===== config.mk =====
export PLATFORM = sky130hd
export DESIGN_NAME = comparator_seq
export DESIGN_NICKNAME = d
export VERILOG_FILES = /design/src/rtl/comparator_seq_pkg.sv /design/src/rtl/comparator_slice.sv /design/src/rtl/comparator_seq.sv
export SDC_FILE = /design/constraint.sdc
export NUM_CORES = 1
export LEC_CHECK = 0
export CAP_MARGIN = 20
export CELL_PAD_IN_SITES_DETAIL_PLACEMENT = 0
export CELL_PAD_IN_SITES_GLOBAL_PLACEMENT = 1
export CORE_ASPECT_RATIO = 0.8
export CORE_MARGIN = 10
export CORE_UTILIZATION = 42
export CTS_CLUSTER_SIZE = 12
export DETAILED_ROUTE_END_ITERATION = 12
export PLACE_DENSITY_LB_ADDON = 0.12
export RECOVER_POWER = 25
export SYNTH_ARGS = -nofsm -noshare
export SYNTH_HDL_FRONTEND = slang
export SYNTH_SLANG_ARGS = --single-unit

===== constraint.sdc =====
create_clock -name clk -period 4.3 [get_ports clk]
set_input_delay 1.29 -clock clk [delete_from_list [all_inputs] [get_ports clk]]
set_output_delay 1.29 -clock clk [all_outputs]
set_load 0.01 [all_outputs]

===== src/rtl/comparator_seq_pkg.sv =====
// rtl/comparator_seq_pkg.sv - shared types and cascade resolution for the sequential comparator
package comparator_seq_pkg;

  typedef enum logic [1:0] {
    ST_IDLE = 2'd0,
    ST_RUN  = 2'd1,
    ST_DONE = 2'd2
  } state_t;

  typedef struct packed {
    logic lt;
    logic eq;
    logic gt;
  } cmp_res_t;

  // '85-style resolution applied when every slice compared equal
  function automatic cmp_res_t cascade_resolve(input logic ilt, input logic ieq, input logic igt);
    cmp_res_t r;
    r = '0;
    if (ieq) begin
      r.eq = 1'b1;
    end else if (ilt && !igt) begin
      r.lt = 1'b1;
    end else if (igt && !ilt) begin
      r.gt = 1'b1;
    end else if (!ilt && !igt) begin
      r.lt = 1'b1;
      r.gt = 1'b1;
    end
    return r;
  endfunction

endpackage


===== src/rtl/comparator_slice.sv =====
// rtl/comparator_slice.sv - combinational unsigned compare of one slice
module comparator_slice #(
  parameter int SLICE = 4
) (
  input  logic [SLICE-1:0] a,
  input  logic [SLICE-1:0] b,
  output logic             lt,
  output logic             eq,
  output logic             gt
);

  assign lt = (a < b);
  assign eq = (a == b);
  assign gt = (a > b);

endmodule


===== src/rtl/comparator_seq.sv =====
// rtl/comparator_seq.sv - multi-cycle magnitude comparator, one slice per clock, MSB slice first
module comparator_seq
  import comparator_seq_pkg::*;
#(
  parameter int WIDTH      = 16,
  parameter int SLICE      = 4,
  parameter int EARLY_EXIT = 1
) (
  input  logic             clk,
  input  logic             nreset,
  input  logic             start,
  input  logic [WIDTH-1:0] a,
  input  logic [WIDTH-1:0] b,
  input  logic             signed_mode,
  input  logic             ilt,
  input  logic             ieq,
  input  logic             igt,
  output logic             busy,
  output logic             done,
  output logic             olt,
  output logic             oeq,
  output logic             ogt
);

  localparam int NS = WIDTH / SLICE;
  localparam int IW = (NS > 1) ? $clog2(NS) : 1;
  localparam logic [IW-1:0]    LAST_IDX = IW'(NS - 1);
  localparam logic [SLICE-1:0] MSB_MASK = SLICE'(1) << (SLICE - 1);

  state_t           state, state_nxt;
  logic [WIDTH-1:0] a_l, b_l;
  logic             sm_l, ilt_l, ieq_l, igt_l;
  logic [IW-1:0]    idx;
  logic             decided, dec_lt, dec_gt;
  logic [SLICE-1:0] sa, sb;
  logic             s_lt, s_eq, s_gt;
  logic             accept, finish, differs, res_lt, res_gt;
  cmp_res_t         casc;

  // Operand registers shift left each RUN cycle so the slice under test is always on top
  assign sa = a_l[WIDTH-1 -: SLICE] ^ ((sm_l && idx == LAST_IDX) ? MSB_MASK : '0);
  assign sb = b_l[WIDTH-1 -: SLICE] ^ ((sm_l && idx == LAST_IDX) ? MSB_MASK : '0);

  comparator_slice #(.SLICE(SLICE)) u_slice (
    .a  (sa),
    .b  (sb),
    .lt (s_lt),
    .eq (s_eq),
    .gt (s_gt)
  );

  assign differs = decided | ~s_eq;
  assign res_lt  = decided ? dec_lt : s_lt;
  assign res_gt  = decided ? dec_gt : s_gt;
  assign casc    = cascade_resolve(ilt_l, ieq_l, igt_l);

  always_comb begin
    state_nxt = state;
    accept    = 1'b0;
    finish    = 1'b0;
    case (state)
      ST_IDLE: begin
        if (start) begin
          accept    = 1'b1;
          state_nxt = ST_RUN;
        end
      end
      ST_RUN: begin
        finish = (idx == '0) || ((EARLY_EXIT != 0) && !s_eq);
        if (finish) state_nxt = ST_DONE;
      end
      ST_DONE: begin
        if (start) begin
          accept    = 1'b1;
          state_nxt = ST_RUN;
        end else begin
          state_nxt = ST_IDLE;
        end
      end
      default: state_nxt = ST_IDLE;
    endcase
  end

  always_ff @(posedge clk or negedge nreset) begin
    if (!nreset) state <= ST_IDLE;
    else         state <= state_nxt;
  end

  always_ff @(posedge clk or negedge nreset) begin
    if (!nreset) begin
      a_l     <= '0;
      b_l     <= '0;
      sm_l    <= 1'b0;
      ilt_l   <= 1'b0;
      ieq_l   <= 1'b0;
      igt_l   <= 1'b0;
      idx     <= '0;
      decided <= 1'b0;
      dec_lt  <= 1'b0;
      dec_gt  <= 1'b0;
      olt     <= 1'b0;
      oeq     <= 1'b0;
      ogt     <= 1'b0;
    end else if (accept) begin
      a_l     <= a;
      b_l     <= b;
      sm_l    <= signed_mode;
      ilt_l   <= ilt;
      ieq_l   <= ieq;
      igt_l   <= igt;
      idx     <= LAST_IDX;
      decided <= 1'b0;
      dec_lt  <= 1'b0;
      dec_gt  <= 1'b0;
    end else if (state == ST_RUN) begin
      if (finish) begin
        if (differs) begin
          olt <= res_lt;
          oeq <= 1'b0;
          ogt <= res_gt;
        end else begin
          olt <= casc.lt;
          oeq <= casc.eq;
          ogt <= casc.gt;
        end
      end else begin
        // Once a slice differs, the earlier (more significant) verdict is kept
        a_l     <= a_l << SLICE;
        b_l     <= b_l << SLICE;
        idx     <= idx - IW'(1);
        decided <= differs;
        dec_lt  <= res_lt;
        dec_gt  <= res_gt;
      end
    end
  end

  assign busy = (state == ST_RUN);
  assign done = (state == ST_DONE);

endmodule

---- After elaboration in Yosys (flattened, before gate mapping) ----
Index checks and enable logic that the tools add are counted.
Widths: inputs -> output; s select.
word-level totals
  input port bits ......................... 39
  word-level logic and storage cells ...... 83
  register bits after elaboration ......... 46
  output and inout port bits .............. 5
operators by class
  equal/unequal tests ..................... 7
  bitwise operators ....................... 5
  add/sub/neg operators ................... 1
  multiplexer cells ....................... 39
  reductions and logical operators ........ 15
  order comparisons ....................... 2
operators by type and width
  kind                 count
  $mux 16              6
  $mux 1               26
  $mux 2               5
  $xor 4x4->4          2
  $pmux 2 s3           1
  $eq 2x2->1 const B   2
  $eq 4x4->1           1
  $gt 4x4->1           1
  $logic_and 1x1->1    4
  $logic_not 2->1      2
  $lt 4x4->1           1
  $mux 4               1
  $ne 2x2->1 const B   2
  $reduce_and 2->1     2
  $logic_not 1->1      3
  $reduce_and 3->1     1
  $eq 2x1->1 const B   1
  $ne 2x1->1 const B   1
  $not 1->1            2
  $reduce_bool 2->1    1
  $reduce_or 2->1      1
  $sub 2x1->2 const B  1
  $logic_or 1x1->1     1
  $or 1x1->1           1

---- Depth between registers and ports, before layout ----
  word-level depth ........................ 11
  mapped depth ............................ 8
  gate-level depth less buffers ........... 7

---- Hierarchy ----
From an unflattened synthesis, not the netlist that was laid out.
second synthesis, totals
  cells, all modules ...................... 219
  area total of the unflattened synthesis .. 2175.8 um^2
modules (own cells, without submodules)
  module            cells an instance  times used  sequential area each (um^2)  area an instance (um^2)
  comparator_seq    203                1           1151.1                       2047.0
  comparator_slice  16                 1           0.0                          128.9

---- Worst setup path after synthesis ----
Ideal clock, no wire load.
  path type ............................... input to register
  from .................................... input start
  to ...................................... register a_l[14]
  stages on the path ...................... 5
  path slack .............................. 1987 ps
  data arrival time ....................... 2190 ps
  data required time ...................... 4177 ps
  setup time .............................. 123 ps
  buffers on the path ..................... 1
  cell sequence ........................... nor2b_1 > clkbuf_1 > a31oi_2 > inv_2 > o221a_2
between the ends
  cells in the longest elaborated chain, start to end .. 4
  elaborated cells between the ends (all ways) .. 6
  those cells by class .................... eq/ne (1); mux (3); reduce/logical (2)
ends and longest elaborated chain
  what                                                                     line                                        text
  from (decl)                                                              comparator_seq.sv:11                        input logic start,
  $mux 1 (*)                                                               comparator_seq.sv:63, comparator_seq.sv:73
  $mux 1 (*)                                                               --
  $ne 2x2->1 (no source line) / $reduce_bool 2->1 (equally long branches)  --
  $reduce_and 2->1 (no source line)                                        --
  to (signal assigned)                                                     comparator_seq.sv:128                       a_l <= a_l << SLICE;
  to (decl)                                                                comparator_seq.sv:31                        logic [WIDTH-1:0] a_l, b_l;
Mark *: on every way between the ends. The rest lies on a longest branch, timed or not.
A chain may end at the register's enable or synchronous reset.

---- Worst setup path in the final report ----
  from .................................... register state[0]
  to ...................................... output busy
between the ends
  cells in the longest elaborated chain, start to end .. 1
ends and longest elaborated chain
  what                    line                   text
  from (decl)             comparator_seq.sv:30   state_t state, state_nxt;
  from (signal assigned)  comparator_seq.sv:86   else state <= state_nxt;
  $eq 2x1->1              comparator_seq.sv:138  assign busy = (state == ST_RUN);
  to (decl)               comparator_seq.sv:18   output logic busy,
No other way between the ends.

==> metrics.txt <==
Net Count, Synth 260; TNS Setup 0 ns; Ports 44; clk_skew 0.004094 ns; uppermost routed layer met4; family with the most delay on the worst path buffers and inverters; CP Cell Sequence nor2b_1 -> clkdlybuf4s50_1; fin area 2695 um^2; sequential element share of the synthesized area 53.93%; DR WL met3 274 um; Site Rows 23; RR Endpoint a_l[14]; R2R Setup Slk 1.80 ns; hold path start a_l[10]; Post-DP Area 2587 um^2; asr flop ratio synth 100.0%; Post-CTS Setup Inserts 0; crit path buf inv count 1; Post-synth top flop dfrtp_1; wl on met1 2320 um; initial antenna violation count 0; vias per inst 5.037; DRC 0; post-DP HPWL 3378 um; vias in the first global route 1722; Detail Route Antenna Nets 0; DIE HEIGHT 83.77 um; FF-to-FF path depth 7; routability cong. 0.7322; Final Max Slew Viols 0; Netlist cell types 34; Yosys reg bits 46; ANT cells 0; Hold Path End a_l[10]; hold_buf cts 0; Layout area overhead 26.26%; Die ar. 8352 um^2; Pwr Total 0.001401 W; Avg Cell Area, Syn 9.882 um^2; GRT Total Usage 11.97%; largest net degree at the start of global routing 47; DR vias 1617; startpoint types flip-flop; routed len/inst 15.07 um; Min-Delay Path Depth 2; Post-CTS Resized 0; fmax 349.3 MHz; worst r2r src idx[0]; CP max stage delay 0.59 ns; DR iter-0 viols 90; Critical Path Sink Type output port; clk_lat worst skew 0.30 ns; CTS Sinks 46; Core Area 4979 um^2; die width 99.71 um; Leak 1.224 nW; Crit-path slowest cell clkdlybuf4s50_1; Slew HR 6.732%; Cell Area, Synth 2135 um^2; CP startpoint state[0]; CTS Buf Count 5; max_cap viols 0; status finished, final reports clean; Slew @ Worst Pin 1.399 ns; Final Critical Period 2.863 ns; fin crit share 66.57%; Worst Path Arrival 1.57 ns; number of synthesized flops with an enable pin 0; IO buf count 43; global-route wire length before repair 8335 um; Synth Instances 216; Initial Utilization 42.88%; First-pass DRT Iterations 4; Peak VDD IR 233.5 uV; RSZ-0062 raised after global routing no; worst setup path class reg -> out; clock transition at the registers of the reported paths 0.08 ns; share of cells above drive strength 1 8.108%; CTS tree built; Max clock buf depth 2; required time worst endpoint 3.01 ns; Final Hold Viols 0; total global routing overflow 0; total power per unit cell area 520.0 nW/um^2; routed wl met2 2204 um; maximum fanout along the worst path 5; Final nets 302; htree depth 2; Detailed Route WL 4838 um; clk root buf clkbuf_8; Setup-failing EPs final 0; Worst Hold Class reg -> reg; Yosys Warn Count 0
## cells in the final DEF (no fill, tap or decap), types with 2 or more instances in the layout
| master | Yosys | routed |
|---|---|---|
| inv_1 | 7 | 7 |
| clkdlybuf4s50_1 | 0 | 42 |
| nor3_1 | 3 | 3 |
| a22oi_1 | 18 | 18 |
| o21ai_0 | 17 | 17 |
| a211oi_1 | 2 | 2 |
| clkbuf_8 | 0 | 6 |
| a21oi_1 | 6 | 6 |
| buf_4 | 1 | 2 |
| inv_2 | 2 | 2 |
| and3_1 | 2 | 2 |
| nor2b_1 | 3 | 2 |
| dfrtp_1 | 46 | 46 |
| nor2_1 | 2 | 2 |
| nand3_1 | 2 | 2 |
| nand2b_1 | 3 | 3 |
| mux2i_1 | 5 | 5 |
| nand2_1 | 67 | 67 |
| ha_1 | 5 | 5 |
## per-layer routing
layer	vias up	track usage [%]
met1	749	15.65
met3	7	4.056
li1	822	-
met5	-	0
met4	0	3.901
met2	39	17.97
## registers in the layout, summed over array words and instances (netlist names)
signal   cells
ogt          1
igt_l        1
dec_lt       1
a_l         16
ieq_l        1
dec_gt       1
olt          1
b_l         16
ilt_l        1
oeq          1
sm_l         1
state        2
decided      1
idx          2
## worst max-delay path by stage
| stage | to | cells after the start |
|---|---|---|
| 4_1_cts | busy | 2 |
| 3_3_place_gp | a_l[14] | 5 |
| 6_report | busy | 2 |
| 5_1_grt | busy | 2 |
| 3_5_place_dp | a_l[14] | 5 |
| 2_1_floorplan | a_l[14] | 5 |
## where the power goes
part,internal [W],switching (W)
logic,0.000215,0.000244
clock network,0.000129,0.000149
registers,0.000573,0.0000904
## per-stage QoR
stage	util, %	instances	setup WS [ns]	hold WS [ns]
finish	54.13	321	1.437	0.4775
CTS	53.88	320	1.316	0.4772
global placement	51.97	312	1.229	0.4549
floorplan	-	216	1.987	0.4372
global route	54.13	321	1.334	0.5039
detailed placement	51.97	312	1.206	0.4567
## cell usage after synthesis, drive strengths merged, types with 2 or more instances
| cell | n | share of area (%) |
|---|---|---|
| a211oi | 2 | 0.70 |
| a21oi | 6 | 1.4 |
| a22oi | 18 | 6.3 |
| and3 | 2 | 0.59 |
| buf | 4 | 1.9 |
| clkbuf | 7 | 1.2 |
| dfrtp | 46 | 54 |
| ha | 5 | 2.9 |
| inv | 9 | 1.6 |
| mux2i | 5 | 2.3 |
| nand2 | 67 | 12 |
| nand2b | 3 | 0.88 |
| nand3 | 2 | 0.47 |
| nor2 | 2 | 0.35 |
| nor2b | 3 | 0.88 |
| nor3 | 3 | 0.70 |
| o21ai | 17 | 4.0 |
## logic make-up (layout without fill, tap and decap cells)
logic type | after synthesis | after routing | share of synthesized area (%)
buf+inv | 20 | 63 | 4.749
compound gates | 50 | 50 | 16.30
xor+xnor | 2 | 2 | 1.173
simple gates | 87 | 87 | 17.88
fa+ha+maj | 5 | 5 | 2.931
flops | 46 | 46 | 53.93
mux | 6 | 6 | 3.048
## area by class of cell
cell class | count | area, um^2
well taps | 62 | 77.57
multi-input cells | 150 | 870.8
fillers | 470 | 2283
flip-flops and latches | 46 | 1151
inverters | 9 | 33.78
repair buffers | 46 | 466.7
clock inverters | 2 | 12.51
clock buffers | 6 | 82.58
## worst reg2reg max path: cells and delay by family, from the launching register on
family	cells	cell delay, ns
buf+inv	2	0.41
compound gates	1	0.12
flops	1	0.41
simple gates	3	1.20
fa+ha+maj	1	0.25
Note: power is estimated with default switching activity, not from simulation.
